[src/rtl/delay_filter.sv]
// delay_filter: per-channel debounce/qualification filter with separate rise and
// fall thresholds, selectable restart or integrating counting.
module delay_filter #(
   parameter int unsigned         CHANNELS   = 4,
   parameter int unsigned         ON_CYCLES  = 16,
   parameter int unsigned         OFF_CYCLES = 1,
   parameter logic [CHANNELS-1:0] INIT       = '0,
   parameter int unsigned         MODE       = 0
) (
   input  logic                CLK,
   input  logic                RST_N,
   input  logic                en,
   input  logic [CHANNELS-1:0] in,
   output logic [CHANNELS-1:0] out,
   output logic [CHANNELS-1:0] rise,
   output logic [CHANNELS-1:0] fall,
   output logic                busy
);

   localparam int unsigned MAX_T = (ON_CYCLES > OFF_CYCLES) ? ON_CYCLES : OFF_CYCLES;
   localparam int unsigned CW    = $clog2(MAX_T + 1);

   // Count value at which the next mismatching cycle commits the new level.
   localparam logic [CW-1:0] ON_LAST  = CW'(ON_CYCLES - 1);
   localparam logic [CW-1:0] OFF_LAST = CW'(OFF_CYCLES - 1);

   logic [CW-1:0]       cnt_q [CHANNELS];
   logic [CW-1:0]       cnt_d [CHANNELS];
   logic [CHANNELS-1:0] out_d;
   logic [CHANNELS-1:0] rise_d;
   logic [CHANNELS-1:0] fall_d;
   logic                busy_d;

   // Next-state: qualify mismatches per channel, commit on the threshold cycle.
   always_comb begin
      out_d  = out;
      rise_d = '0;
      fall_d = '0;
      busy_d = 1'b0;
      for (int i = 0; i < int'(CHANNELS); i++) begin
         cnt_d[i] = cnt_q[i];
         if (en) begin
            if (in[i] != out[i]) begin
               // The threshold depends on the direction of the pending transition.
               if (cnt_q[i] >= (out[i] ? OFF_LAST : ON_LAST)) begin
                  out_d[i]  = in[i];
                  cnt_d[i]  = '0;
                  rise_d[i] = in[i];
                  fall_d[i] = ~in[i];
               end else begin
                  cnt_d[i] = cnt_q[i] + CW'(1);
               end
            end else if (MODE == 0) begin
               cnt_d[i] = '0;
            end else if (cnt_q[i] != '0) begin
               cnt_d[i] = cnt_q[i] - CW'(1);
            end
         end
         busy_d = busy_d | (cnt_d[i] != '0);
      end
   end

   // State and output registers; async reset discards any partial qualification.
   always_ff @(posedge CLK or negedge RST_N) begin
      if (!RST_N) begin
         out  <= INIT;
         rise <= '0;
         fall <= '0;
         busy <= 1'b0;
         for (int i = 0; i < int'(CHANNELS); i++) begin
            cnt_q[i] <= '0;
         end
      end else begin
         out  <= out_d;
         rise <= rise_d;
         fall <= fall_d;
         busy <= busy_d;
         for (int i = 0; i < int'(CHANNELS); i++) begin
            cnt_q[i] <= cnt_d[i];
         end
      end
   end

endmodule

[config.mk]
export PLATFORM = sky130hd
export DESIGN_NAME = delay_filter
export DESIGN_NICKNAME = d
export VERILOG_FILES = /design/src/rtl/delay_filter.sv
export SDC_FILE = /design/constraint.sdc
export NUM_CORES = 1
export LEC_CHECK = 0
export CORE_ASPECT_RATIO = 1.25
export CORE_MARGIN = 3
export CORE_UTILIZATION = 32
export CTS_CLUSTER_SIZE = 16
export DETAILED_ROUTE_END_ITERATION = 8
export SLEW_MARGIN = 15
export SYNTH_ARGS = -nofsm -noshare
export SYNTH_HDL_FRONTEND = slang
export SYNTH_SLANG_ARGS = --single-unit
[constraint.sdc]
create_clock -name CLK -period 2.2 [get_ports CLK]
set_input_delay 0.44 -clock CLK [delete_from_list [all_inputs] [get_ports CLK]]
set_output_delay 0.44 -clock CLK [all_outputs]
set_load 0.02 [all_outputs]
# Word-level counts from Yosys, hierarchy flattened
# Index checks and enable logic that the tools add are counted.
[word_totals] latchBits=0 word_cells=78 ram_bits=0 memories=0 in_bits=7 reg_bits=33 mem_bits_ro=0 out_inout_bits=13
[classes] mul=0 n_bitwise=7 n_addsub=4 div_mod_pow=0 magnitude_cmp=4 n_mux=40 shift=0 n_reduce_logical=8 eq_ne=4
[ops] op="$mux 5" n=12
[ops] op="$mux 1" n=24
[ops] op="$add 5x1->5 const B" n=4
[ops] op="$ge 5x4->1" n=4
[ops] op="$reduce_bool 5->1" n=4
[ops] op="$mux 4" n=4
[ops] op="$reduce_and 3->1" n=4
[ops] op="$ne 1x1->1" n=4
[ops] op="$not 1->1" n=4
[ops] op="$or 1x1->1" n=3

# Depth between registers and ports, before layout
# Gate-level depths: netlist of run 1.
[logic_depth] depth_word=9 ltp_mapped=8 depth_no_buf=8

# Worst setup path before layout of run 1
# No wires, ideal clock.
[synth_timing] path_type="register -> register" from="register out[2]" to="register busy" stages_incl_launch_ff=8 slack_ns=0.070 synth_period_minus_slack_ns=2.130 path_buffers=0 required_ns=2.061 arrival_time_ns=1.992 cell_sequence="dfrtp_1 > ha_1 > nand4b_4 > o22ai_4 > nor3_2 > a22oi_2 > nand3_1 > or4_1"
[synth_between] elab_chain_len=8 word_cells_on_any_way=9
[synth_rtl] element="start: declaration" line_no="14" source="output logic [CHANNELS-1:0] out,"
[synth_rtl] element="start signal: assignment" line_no="74" source="out <= out_d;"
[synth_rtl] element="$mux 4" line_no="45" source="if (cnt_q[i] >= (out[i] ? OFF_LAST : ON_LAST)) begin"
[synth_rtl] element="$ge 5x4->1" line_no="45"
[synth_rtl] element="$mux 5" line_no="45"
[synth_rtl] element="$mux 5 *" line_no="43" source="if (in[i] != out[i]) begin"
[synth_rtl] element="$mux 5 *" line_no="42" source="if (en) begin"
[synth_rtl] element="$reduce_bool 5->1 *" line_no="59" source="busy_d = busy_d | (cnt_d[i] != '0);"
[synth_rtl] element="$or 1x1->1 * (2 in series)" line_no="59"
[synth_rtl] element="named net busy_d" line_no="32" source="logic busy_d;"
[synth_rtl] element="end signal: assignment" line_no="77" source="busy <= busy_d;"
[synth_rtl] element="end: declaration" line_no="17" source="output logic busy"
# Mark *: on every way through the listed nets, which the timed path passes. The rest lies on a longest branch.
# A chain may end at the register's enable or synchronous reset.

# Worst setup path after layout of run 1
# Same ends and word-level chain as after synthesis.

==> results.md, run 1 <==
- The run finished with clean final reports.
- The post-placement cell count is 330.
- The synthesis warning total is 0.
- The number of antenna violations at the first check in global routing was 0.
- The number of diodes is 0.
- Across all register-to-register paths, the minimum setup slack is 0.07 ns.
- On the worst path, the slowest cell contributes a delay of about 0.5 ns.
- Timing would allow up to between 0.4 and 0.5 GHz.
- The clock insertion delay at the later pin of the skew report is 0.28 ns.
- The first detailed-routing pass took 4 iterations.
- During placement, the flow inserted port buffers numbering 19.
- Data on the critical path is required at its endpoint by ~2.4 ns.
- The region available for standard cell placement spans 5973 um^2.
- Max-cap violations in this run came to 0.
- The post-detailed-placement cell area is 2501 um^2.
- Walking the worst path, the cells encountered are ha_1 > nand4b_4 > o22ai_4 > nor3_2 > a22oi_2 > nand3_1 > or4_1.
- The number of slew-limit violations in the final report is 0.
- The category of the worst setup path capture point is a flip-flop.
- The routability congestion estimate is 0.8291.
- The initial cell density of the core is 0.3391.
- The average wire per cell in the routed design is 12.76 um.
- Yosys mapped a number of flops with a built-in enable equal to 0.
- The buffers plus inverters on the worst setup path is 0.
- Compared with the post-synthesis result, the final layout area differs by 29.15%.
- The number of instances on the worst hold path is 1.
- The setup TNS is 0 ns.
- The chip width is 77.17 um.
- The mean cell area of the mapped netlist is 9.833 um^2.
- The critical path in this run is classified as reg2reg.
- The total number of placement rows is 31.
- The number of violations reported at the end of detailed-routing iteration 0 is 81.
- The register area share after synthesis is 0.4077.
- After clock tree synthesis, the clock-pin slew on the worst setup and hold paths is about 0.070 ns.
- The startpoint type of the worst setup path is a flip-flop.
- The I/O pin count is 20.
- Setup violations remaining at the end of the flow were counted as 0.
- The total clock sinks is 33.
- The largest net degree at the start of global routing is 34.
- Subtracting the final worst setup slack from the clock period gives 2.129 ns.
- The final-layout worst hold slack is 0.5549 ns.
- The global route total overflow is 0.
- The count of nets left with antenna violations once routing finished came out at 0.
- The final-report hold violation count is 0.
- Synthesis produced a netlist whose cell count is 206.
- The first global-routing pass estimated about 7700 um of wire.
- The average vias per placed instance is around 4.9.
- The worst-case hold path end point is cnt_q[9].
- The number of global-route vias before repair is 1712.
- On the critical path the largest part of the delay comes from simple AND/OR/NAND/NOR gates.
- The number of buffers created by CTS is 5.
- In this run, synthesis produced a sequential element count of 33.
- Of the cells placed in the final design, the portion with a size suffix greater than 1 is 0.1992.
- The die covers 7327 um^2.
- The share of synthesized registers carrying an async set or reset is 1.000.
- The launch instance of the worst min-delay path is cnt_q[9].
- For the worst setup path, the data arrival time is 2.29 ns.
- The most common cell after layout, fill and taps aside is sky130_fd_sc_hd__dfrtp_1.
- Power comes to 2907 uW.
- When the netlist entered floorplanning its net count stood at 233.
- Counting the fill cells in the layout gives 610.
- The launch point of the worst reg-to-reg path is out[2].
- Once the clock tree was built, the setup fixing pass inserted 0 buffers.
- Summing every instance area after synthesis gives 2026 um^2.
- The H-tree was split into 2 levels.
- The count of cells in the finished layout, fillers not included, comes to 338.
- After synthesis, the netlist uses 49 different library cells.
- The net count of the finished layout is 282.
- Summing over every cut layer, the via total after detailed routing is 1643.
- The power per standard cell area is 1111 nW/um^2.
- Of the available clock period, the critical path in the final layout requires 0.9679.
- The library cells used most frequently in the layout, excluding fill and tap cells, are sky130_fd_sc_hd__dfrtp_1, sky130_fd_sc_hd__buf_4, sky130_fd_sc_hd__ha_1.
- IR analysis of the VDD net gives a maximum drop of 0.4801 mV.
- Among all stages on the critical path, the largest delay is contributed by sky130_fd_sc_hd__or4_1.
- The actual slew at the worst max-slew pin is between 0.4 and 0.5 ns.
- The total length of routed wires is roughly 4300 um.
- Detailed placement ended at an HPWL of ~3400 um.
- The DRC violations left is 0.
- In this run the worst path has a maximum fanout of 6.
- The root buffer cell chosen for the clock tree is sky130_fd_sc_hd__clkbuf_8.
- The post-layout instance area is 2616 um^2.
- The count of hold buffers inserted by post-cts repair is 0.
- The worst max-slew margin expressed relative to the limit is 0.7199.
- The floorplan step set the die height to around 95 um.
- The CTS tree is built.
- In this run the static leakage power is 0.001249 uW.
- The worst clock skew on the final layout is 0.008803 ns.
- Setup repair after global routing could not meet its margin everywhere.
- Gates resized during post-CTS repair numbered 1.
- The number of cell instances on the worst register-to-register path is 7.
- The global-route usage over all layers is 0.1323.
- The min-delay analysis places its worst path in the category reg2reg.
- The clock passes through at most 2 buffers.
- The endpoint of the worst register-to-register path is busy.
- The most common flop cell mapped by yosys is sky130_fd_sc_hd__dfrtp_1.
-- synth_stat cells (all sizes together), types with 2 or more instances --
cell type,instances,area share
dfrtp,33,0.41
ha,20,0.12
nand2,18,0.033
inv,14,0.026
nand3,13,0.032
nor2,13,0.024
o21ai,11,0.033
a21oi,7,0.017
nor3,6,0.017
nor2b,5,0.015
o2bb2ai,5,0.022
xor2,5,0.022
a22o,4,0.018
and2,4,0.012
nor4,4,0.012
o21bai,4,0.015
a211oi,3,0.011
a41oi,2,0.0086
and3,2,0.0062
clkbuf,2,0.0037
mux2i,2,0.0099
nand4b,2,0.016
nor3b,2,0.0074
o31ai,2,0.0074
or2,2,0.0062
or3,2,0.0062
xnor2,2,0.0086
-- cells by family after synthesis --
logic type | count (synthesis) | synth area share
buf+inv | 17 | 0.03212
compound gates | 48 | 0.1841
xor+xnor | 7 | 0.03027
simple gates | 78 | 0.2069
flops | 33 | 0.4077
mux | 3 | 0.01544
fa+ha+maj | 20 | 0.1235
-- metrics by stage --
| step | worst slack [ns] | utilization |
|---|---|---|
| 4_1_cts | 0.01514 | 0.4359 |
| 3_3_place_gp | 0.003822 | 0.4187 |
| 2_1_floorplan | 0.06969 | - |
| 6_report | 0.07065 | 0.4380 |
| 5_1_grt | -0.08707 | 0.4380 |
| 3_5_place_dp | -0.02895 | 0.4187 |
-- layout make-up --
class | instances | area (um^2) | area share
Clock inverter | 1 | 5.005 | 0.001913
Clock buffer | 7 | 96.34 | 0.03682
Sequential cell | 33 | 829.5 | 0.3171
Multi-Input combinational cell | 156 | 1145 | 0.4376
Inverter | 14 | 52.55 | 0.02009
Tap cell | 82 | 102.6 | 0.03922
Timing Repair Buffer | 45 | 385.4 | 0.1473
-- state kept, by name (all words and copies together) (netlist names) --
name and count:
cnt_q 20, fall 4, out 4, rise 4
busy 1
-- per-layer routing --
metal | GRT usage | routed length [um]
met2 | 0.2197 | 2071
met1 | 0.1632 | 2019
met4 | 0.05341 | 70
met5 | 0 | 0
met3 | 0.03531 | 150
-- where the power goes --
| group | internal [uW] | switching [uW] |
|---|---|---|
| clock network | 283 | 221 |
| logic | 705 | 795 |
| registers | 751 | 151 |
| total | 1740 | 1170 |
-- worst max path at each step --
stage / cells after the start / to / start
global route: 7 / busy / out[0]
CTS: 7 / busy / out[2]
floorplan: 7 / busy / out[2]
detailed placement: 7 / busy / en
finish: 7 / busy / out[2]
global placement: 7 / busy / en
Note: power is estimated with default switching activity, not from simulation.
==> run 2, diff against run 1 <==
ABC_AREA = 1   (was default)
==> results.md, run 2 <==
- Compared with the post-synthesis result, the final layout area differs by 19.26%.
- In this run the count of I/O pins placed on the die edge is 20.
- Of all flip-flops after synthesis, the portion carrying an async set or reset was 1.000.
- Setup repair after global routing left no endpoint under its margin.
- The worst clock skew on the final layout is approximately 0.0057 ns.
- VDD sags by at most between 0.3 and 0.4 mV.
- After filler insertion, the fill cell instance count of the layout stands at 686.
- The worst setup timing slack at the placement stage is 0.1165 ns.
- Final hold analysis gives a worst-case slack of 0.5589 ns.
- The combined area of all synthesized cells is 2137 um^2.
- The mean cell area of the mapped netlist is 7.498 um^2.
- The die extent in y is 97.37 um.
- The number of global-route vias before repair is 1715.
- The routability congestion estimate is 0.8194.
- After synthesis the netlist holds a flip-flop and latch count of 33.
- The count of mapped cells out of synthesis is 285.
- The final-report hold violation count came to 0.
- The clock slew at the register clock pins of the worst setup and hold paths is 0.07 ns.
- The number of slew-limit violations in the final report is 0.
- The final layout contains routed wiring with a total length of 4280 um.
- In the final layout, the share of cells above drive strength 1 is 0.09615.
- The net total in the final layout is about 340.
- The number of buffers created by CTS is 5.
- The category of the worst setup path capture point is a flip-flop.
- Post-CTS repair changed the size of 0 cells.
- After detailed placement, the design holds a cell count of 389.
- The share of total power dissipated in the clock network is 0.201.
- Detailed placement ended at an HPWL of 3258 um.
- The setup fix buffers added after clock tree synthesis is 0.
- The share of total power dissipated in combinational logic is 0.478.
- Static timing analysis puts the maximum clock frequency at 0.5259 GHz.
- The synthesized net count is between 300 and 400.
- Counting I/O delays and the setup requirement, the final critical path takes 1.902 ns.
- The worst max-slew margin expressed relative to the limit is 0.7097.
- The top cell types in the final layout, fill and taps aside, are sky130_fd_sc_hd__nand2_1, sky130_fd_sc_hd__nor2_1, sky130_fd_sc_hd__inv_1.
- Ranked by flip-flop count, first place goes to cnt_q.
- The most common cell after layout, fill and taps aside is sky130_fd_sc_hd__nand2_1.
- In this run the power density over the cells is 1143 nW/um^2.
- The DRC violations left is 0.
- The setup TNS is 0 ns.
- In this run the clock root is driven by a sky130_fd_sc_hd__clkbuf_8.
- The synthesis warning total is 0.
- The clock tree synthesis step divided the H-tree into 2 levels.
- The flip-flop count of the largest register, all copies and words added is 20.
- The first detailed-routing pass ran for 4 iterations.
- Once detail routing completed, the nets flagged for antenna violations numbered 0.
- The multi-input combinational cells in the finished layout cover a total of 1126 um^2.
- For the pin with the worst max-slew slack, the measured transition is 0.4350 ns.
- The count of hold buffers inserted by post-cts repair is 0.
- For this design the total switching power over the nets is 1239 uW.
- The die is between 70 and 80 um wide.
- The number of violations reported at the end of detailed-routing iteration 0 is 91.
- TritonCTS built the clock tree.
- The total clock sinks is 33.
- Dividing the final minimum period by the clock period gives 0.8643.
- The initial cell density of the core is 0.3378.
- Counting flops with a built-in enable in the synthesized netlist gives 0.
- The final cell count without fillers is a little under 400.
- The library cell with the largest summed area after synthesis is sky130_fd_sc_hd__dfrtp_1.
- The critical path is of the reg2reg type.
- Of all nets on the critical path, the largest fanout is 7.
- The startpoint type of the worst setup path is a flip-flop.
- The required time of the worst setup path is 2.37 ns.
- The clock insertion delay at the later pin of the skew report is 0.28 ns.
- The total number of placement rows is 32.
- The largest net degree at the start of global routing is 34.
- The switching share of power is 0.4254.
- In the final routed layout, each cell accounts on average for 10.78 um.
- The final count of negative-setup-slack endpoints is 0.
- The footprint of the flip-flops and latches is 825.8 um^2.
- The fraction of post-synthesis cell area in the top cell type by area is 0.3864.
- Max-cap violations in this run came to 0.
- Across every metal layer, demand over resource in global routing totals 0.1245.
- In the post-synthesis netlist, the biggest area contributors are sky130_fd_sc_hd__dfrtp_1, sky130_fd_sc_hd__nand2_1, sky130_fd_sc_hd__ha_1.
- The number of antenna violations at the first check in global routing was 0.
- The commonest cells after synthesis are sky130_fd_sc_hd__nand2_1, sky130_fd_sc_hd__nor2_1, sky130_fd_sc_hd__inv_1.
- Dividing the detail-routed via count by the number of cells gives roughly 4.5.
- The overall via count from detail_route is 1793.
- The path class of the tightest hold or removal check is in2async.
- In the post-route analysis, the smallest setup slack over all paths is ~0.3 ns.
- The internal portion of the total power is about 1700 uW.
- The global route total overflow is 0.
- In this run the static leakage power is 0.001381 uW.
- The floorplan step defined a die boundary enclosing 7701 um^2.
- The count of buffers added on input and output ports is 19.
- The number of diodes is 0.
- The flow ran to the end, and the final reports show no timing, DRC or antenna violations.
- The first-pass GRT wire length is 7769 um.
- The most common flop cell mapped by yosys is sky130_fd_sc_hd__dfrtp_1.
- Of the total power, registers draw 0.321.
- The clock tree buffer depth is 2.
- The distinct cell type count of the synthesized netlist is 23.
- The register area share after synthesis is 0.3864.
- The most common cell in the synthesized netlist is sky130_fd_sc_hd__nand2_1.
- The area of the core region is 6326 um^2.
- The signal arrival time at the worst endpoint is 2.07 ns.
[run 2: changes by cell type in the layout (fill, tap and decap cells not counted), moves of 5 or more]
cell,before,now
sky130_fd_sc_hd__nor2_1,12,46
sky130_fd_sc_hd__inv_1,14,43
sky130_fd_sc_hd__o21ai_0,9,3
sky130_fd_sc_hd__nand2_2,0,9
sky130_fd_sc_hd__nand2_1,18,70
sky130_fd_sc_hd__o2bb2ai_1,5,0
sky130_fd_sc_hd__nor2b_1,5,0
sky130_fd_sc_hd__buf_4,26,2
sky130_fd_sc_hd__nand3_1,13,30
[run 2: logic make-up after synthesis]
logic type | count (synthesis) | share of synthesized area
buf+inv | 47 | 0.08665
simple gates | 167 | 0.3454
compound gates | 10 | 0.03161
flops | 33 | 0.3864
xor+xnor | 8 | 0.03278
fa+ha+maj | 20 | 0.1171
[run 2: stage by stage]
stage / instance area [um^2] / util / power [uW]
after floorplan: 2137 / - / 1956
after global placement: 2432 / 0.3845 / 2330
after detailed placement: 2432 / 0.3845 / 2353
after CTS: 2549 / 0.4029 / 2952
after global routing: 2549 / 0.4029 / 3210
final: 2549 / 0.4029 / 2913
[run 2: critical path: stages, from the launching register on]
cell and delay, ns:
sky130_fd_sc_hd__dfrtp_1 0.48, sky130_fd_sc_hd__inv_1 0.12, sky130_fd_sc_hd__ha_1 0.29, sky130_fd_sc_hd__inv_1 0.04
sky130_fd_sc_hd__nand2_1 0.05, sky130_fd_sc_hd__nand2_1 0.05, sky130_fd_sc_hd__nand2_1 0.05, sky130_fd_sc_hd__nand2_1 0.12
sky130_fd_sc_hd__nand2_1 0.11, sky130_fd_sc_hd__nor2_1 0.05, sky130_fd_sc_hd__nor2_1 0.17, sky130_fd_sc_hd__nand3_1 0.11
sky130_fd_sc_hd__nor2_1 0.10, sky130_fd_sc_hd__nand3_1 0.06
[run 2: layer usage]
metal | vias to the layer above | track usage | wire (um) | part of all wire
met4 | 0 | 0.04101 | 17 | 0.0040
met5 | - | 0 | 0 | 0
met1 | 808 | 0.1575 | 1949 | 0.46
li1 | 943 | - | - | -
met3 | 2 | 0.03247 | 175 | 0.041
met2 | 40 | 0.2043 | 2138 | 0.50
[run 2: cell type report]
cell class | instances | share of cell area
clock inverter | 1 | 0.01178
tap | 85 | 0.04173
clock buffer | 7 | 0.03387
sequential | 33 | 0.3240
multi-input combinational | 205 | 0.4418
inverter | 45 | 0.06627
timing repair buffer | 21 | 0.08051
[run 2: final timing paths]
kind | from | end | slack [ns] | cells after the start
max reg2reg | out[0] | busy | 0.30 | 13
min in group CLK | cnt_q[5] | cnt_q[5] | 0.58 | 2
max | out[0] | busy | 0.30 | 13
max in group asynchronous | RST_N | cnt_q[14] | 1.32 | 2
min reg2reg | cnt_q[5] | cnt_q[5] | 0.58 | 2
min | RST_N | cnt_q[4] | 0.56 | 2
[run 2: power by group through the flow]
stage	sequential (uW)	clock (uW)	combinational [uW]
after floorplan	977	0	979
after global placement	951	0	1380
after detailed placement	948	0	1410
after CTS	938	603	1410
after global routing	966	628	1620
final	935	585	1390
==> run 3, diff against run 2 <==
CORE_ASPECT_RATIO = 0.8   (was 1.25)
HOLD_SLACK_MARGIN = 0.15   (was default)
==> results.md, run 3 (synthesis gave the netlist of run 2 again) <==
- The remaining number of nets flagged by the antenna check after routing is 0.
- The count of hold buffers inserted by post-cts repair is 0.
- Static timing analysis puts the maximum clock frequency at 0.5376 GHz.
- The DRC violations left is 0.
- The post-detailed-placement half-perimeter wirelength is 3242 um.
- Clock latency on the worst-skew pair, taken at its later pin, is 0.28 ns.
- The highest cell delay on the worst timing path is 0.47 ns.
- The die extent in y is 79.10 um.
- The cell type of the slowest stage on the worst timing path is sky130_fd_sc_hd__dfrtp_1.
- The run finished with clean final reports.
- The smallest clock period supported by the final layout is computed as 1.860 ns.
- Entering global routing, the biggest net connects 34 pins.
- Clock skew on the completed layout was measured at around 0.0050 ns.
- Buffers placed on the I/O ports in this run total 19.
- The most flop-heavy register is cnt_q.
- The finished cells cover 2495 um^2.
- Headroom to the max-slew limit came out at 0.5038.
- The number of clock buffers added by TritonCTS is 5.
- The library cell used most frequently in the layout, excluding fill and tap cells, is sky130_fd_sc_hd__nand2_1.
- 0 antenna diodes ended up in the layout.
- In the layout the commonest cells are sky130_fd_sc_hd__nand2_1, sky130_fd_sc_hd__nor2_1, sky130_fd_sc_hd__inv_1.
- The flip-flop count of the largest register, all copies and words added is 20.
- The final count of negative-setup-slack endpoints is 0.
- The analysis attributes to cell leakage a power of approximately 0.0014 uW.
- After floorplanning, the core was sized to cover ~6200 um^2.
- TritonCTS built the clock tree.
- For this run the aggregate overflow at the end of global routing stands at 0.
- The average vias per placed instance is 4.464.
- Signal routing reaches up to met4.
- Of the available clock period, the critical path in the final layout requires 0.8456.
- The total number of placement rows is 25.
- At the pin with the least slew margin, the transition time is 0.7443 ns.
- The setup TNS is 0 ns.
- The launch point of the worst reg-to-reg path is out[3].
- The worst setup timing slack at the placement stage is 0.2130 ns.
- The detailed router placed approximately 1800 vias in this run.
- The met1 wire length is about 2200 um.
- The clock tree synthesis step divided the H-tree into 2 levels.
- The first-pass GRT wire length is 7403 um.
- The die covers 7701 um^2.
- The tool flagged a number of max-cap violations equal to 0.
- The I/O pin count is 20.
- The critical path is of the reg2reg type.
- The initial cell density of the core is 0.3451.
- The worst register-to-register path has a depth of 11.
- For this run, the total global-route usage over all layers was measured as 0.1165.
- After detailed routing, the total wire length is 4182 um.
- The root buffer cell chosen for the clock tree is sky130_fd_sc_hd__clkbuf_8.
- The family of cells with the greatest summed delay on the critical path is simple AND/OR/NAND/NOR gates.
- Along the worst path, the maximum fanout reaches 7.
- The routability congestion estimate is 0.8194.
- Counting both buffers and inverters, the worst setup path holds a total of 2.
- The kind of path behind the tightest hold check is in2async.
- The number of global-route vias before repair is about 1700.
- The clock passes through at most 2 buffers.
- The number of violations reported at the end of detailed-routing iteration 0 is 54.
- Relative to the synthesized area, the layout overhead comes to 16.74%.
- The first detailed-routing pass took 4 iterations.
- The share of post-route cells with drive strength above 1 is 0.09003.
- The net total in the final layout is 337.
- Summing all placed instances gives a cell area of 2415 um^2.
- The startpoint type of the worst setup path is a flip-flop.
- Wire segments on met3 add up to 164 um in the final route.
- IR analysis of the VDD net gives a maximum drop of 0.4819 mV.
- At the end of the flow the core is filled with cells to 0.4028.
- The final-report hold violation count was 0.
- The signal arrival time at the worst endpoint is 2.03 ns.
- The number of antenna violations at the first check in global routing was 0.
- Setup repair after global routing left no endpoint under its margin.
- In the final routed layout, each cell accounts on average for 10.67 um.
- In this run the critical register-to-register path is captured at busy.
- The post-route worst setup slack is around 0.34 ns.
- The number of slew-limit violations in the final report was 0.
- Post-CTS timing repair inserted 0 buffers for setup.
- STA classifies the critical path endpoint as a flip-flop.
- From left edge to right edge, the die measures 97.37 um.
- The power per standard cell area is 1107 nW/um^2.
- After clock tree synthesis, the clock-pin slew on the worst setup and hold paths is 0.07 ns.
- The signal on the critical path passes through inv_1 > ha_1 > nand2_1 > inv_1 > nand4_1 > nand3_1 > nand2_2 > nor2_1 > nand2_1 > nor2_1 > nand3_1.
- Once the clock tree was built, the resizer swapped 0 gates to a different size.
- The met2 wire length is around 1800 um.
- The register-to-register setup slack is 0.34 ns.
- The critical path runs through a total of 11 cells.
- The required time of the worst setup path is 2.37 ns.
- The total clock sinks is 33.
run 3: cell count changes in the layout (fill, tap and decap cells not counted), sizes merged:
| cell | previous run | this run |
|---|---|---|
| clkbuf | 7 | 8 |
| clkdlybuf4s50 | 19 | 18 |
| bufinv | 1 | 0 |
run 3: stage by stage:
step                std cells  hold WS [ns]  power [uW]
global placement          384        0.5458        2342
CTS                       392        0.2403        2810
detailed placement        384        0.5541        2359
finish                    392        0.2202        2762
global route              392        0.2780        3084
floorplan                 285        0.1444        1956
run 3: cell type report:
| class | count | area [um^2] |
|---|---|---|
| flip-flops and latches | 33 | 825.8 |
| multi-input cells | 205 | 1126 |
| clock buffers | 8 | 80.08 |
| fillers | 650 | 3699 |
| repair buffers | 20 | 192.7 |
| well taps | 81 | 101.3 |
| inverters | 45 | 168.9 |
run 3: worst register-to-register path: cells and delay by family (launching register included):
kind | cells | cell delay, ns
fa+ha+maj | 1 | 0.28
buf+inv | 2 | 0.14
flops | 1 | 0.47
simple gates | 8 | 0.85
run 3: per-layer routing:
layer,vias up,track usage
met3,5,0.02722
met1,781,0.1645
met4,0,0.03734
met2,25,0.1765
met5,-,0
li1,939,-
run 3: worst max-delay path by stage:
stage,start,slack [ns],end
floorplan,out[0],0.46,busy
global placement,en,0.23,busy
detailed placement,in[3],0.21,busy
CTS,out[0],0.29,busy
global route,out[0],0.10,busy
finish,out[3],0.34,busy
run 3: where the power goes:
part           leakage (uW)  switching [uW]  internal, uW
clock network     0.0000395             212           225
logic              0.000882             839           555
registers          0.000436             186           747
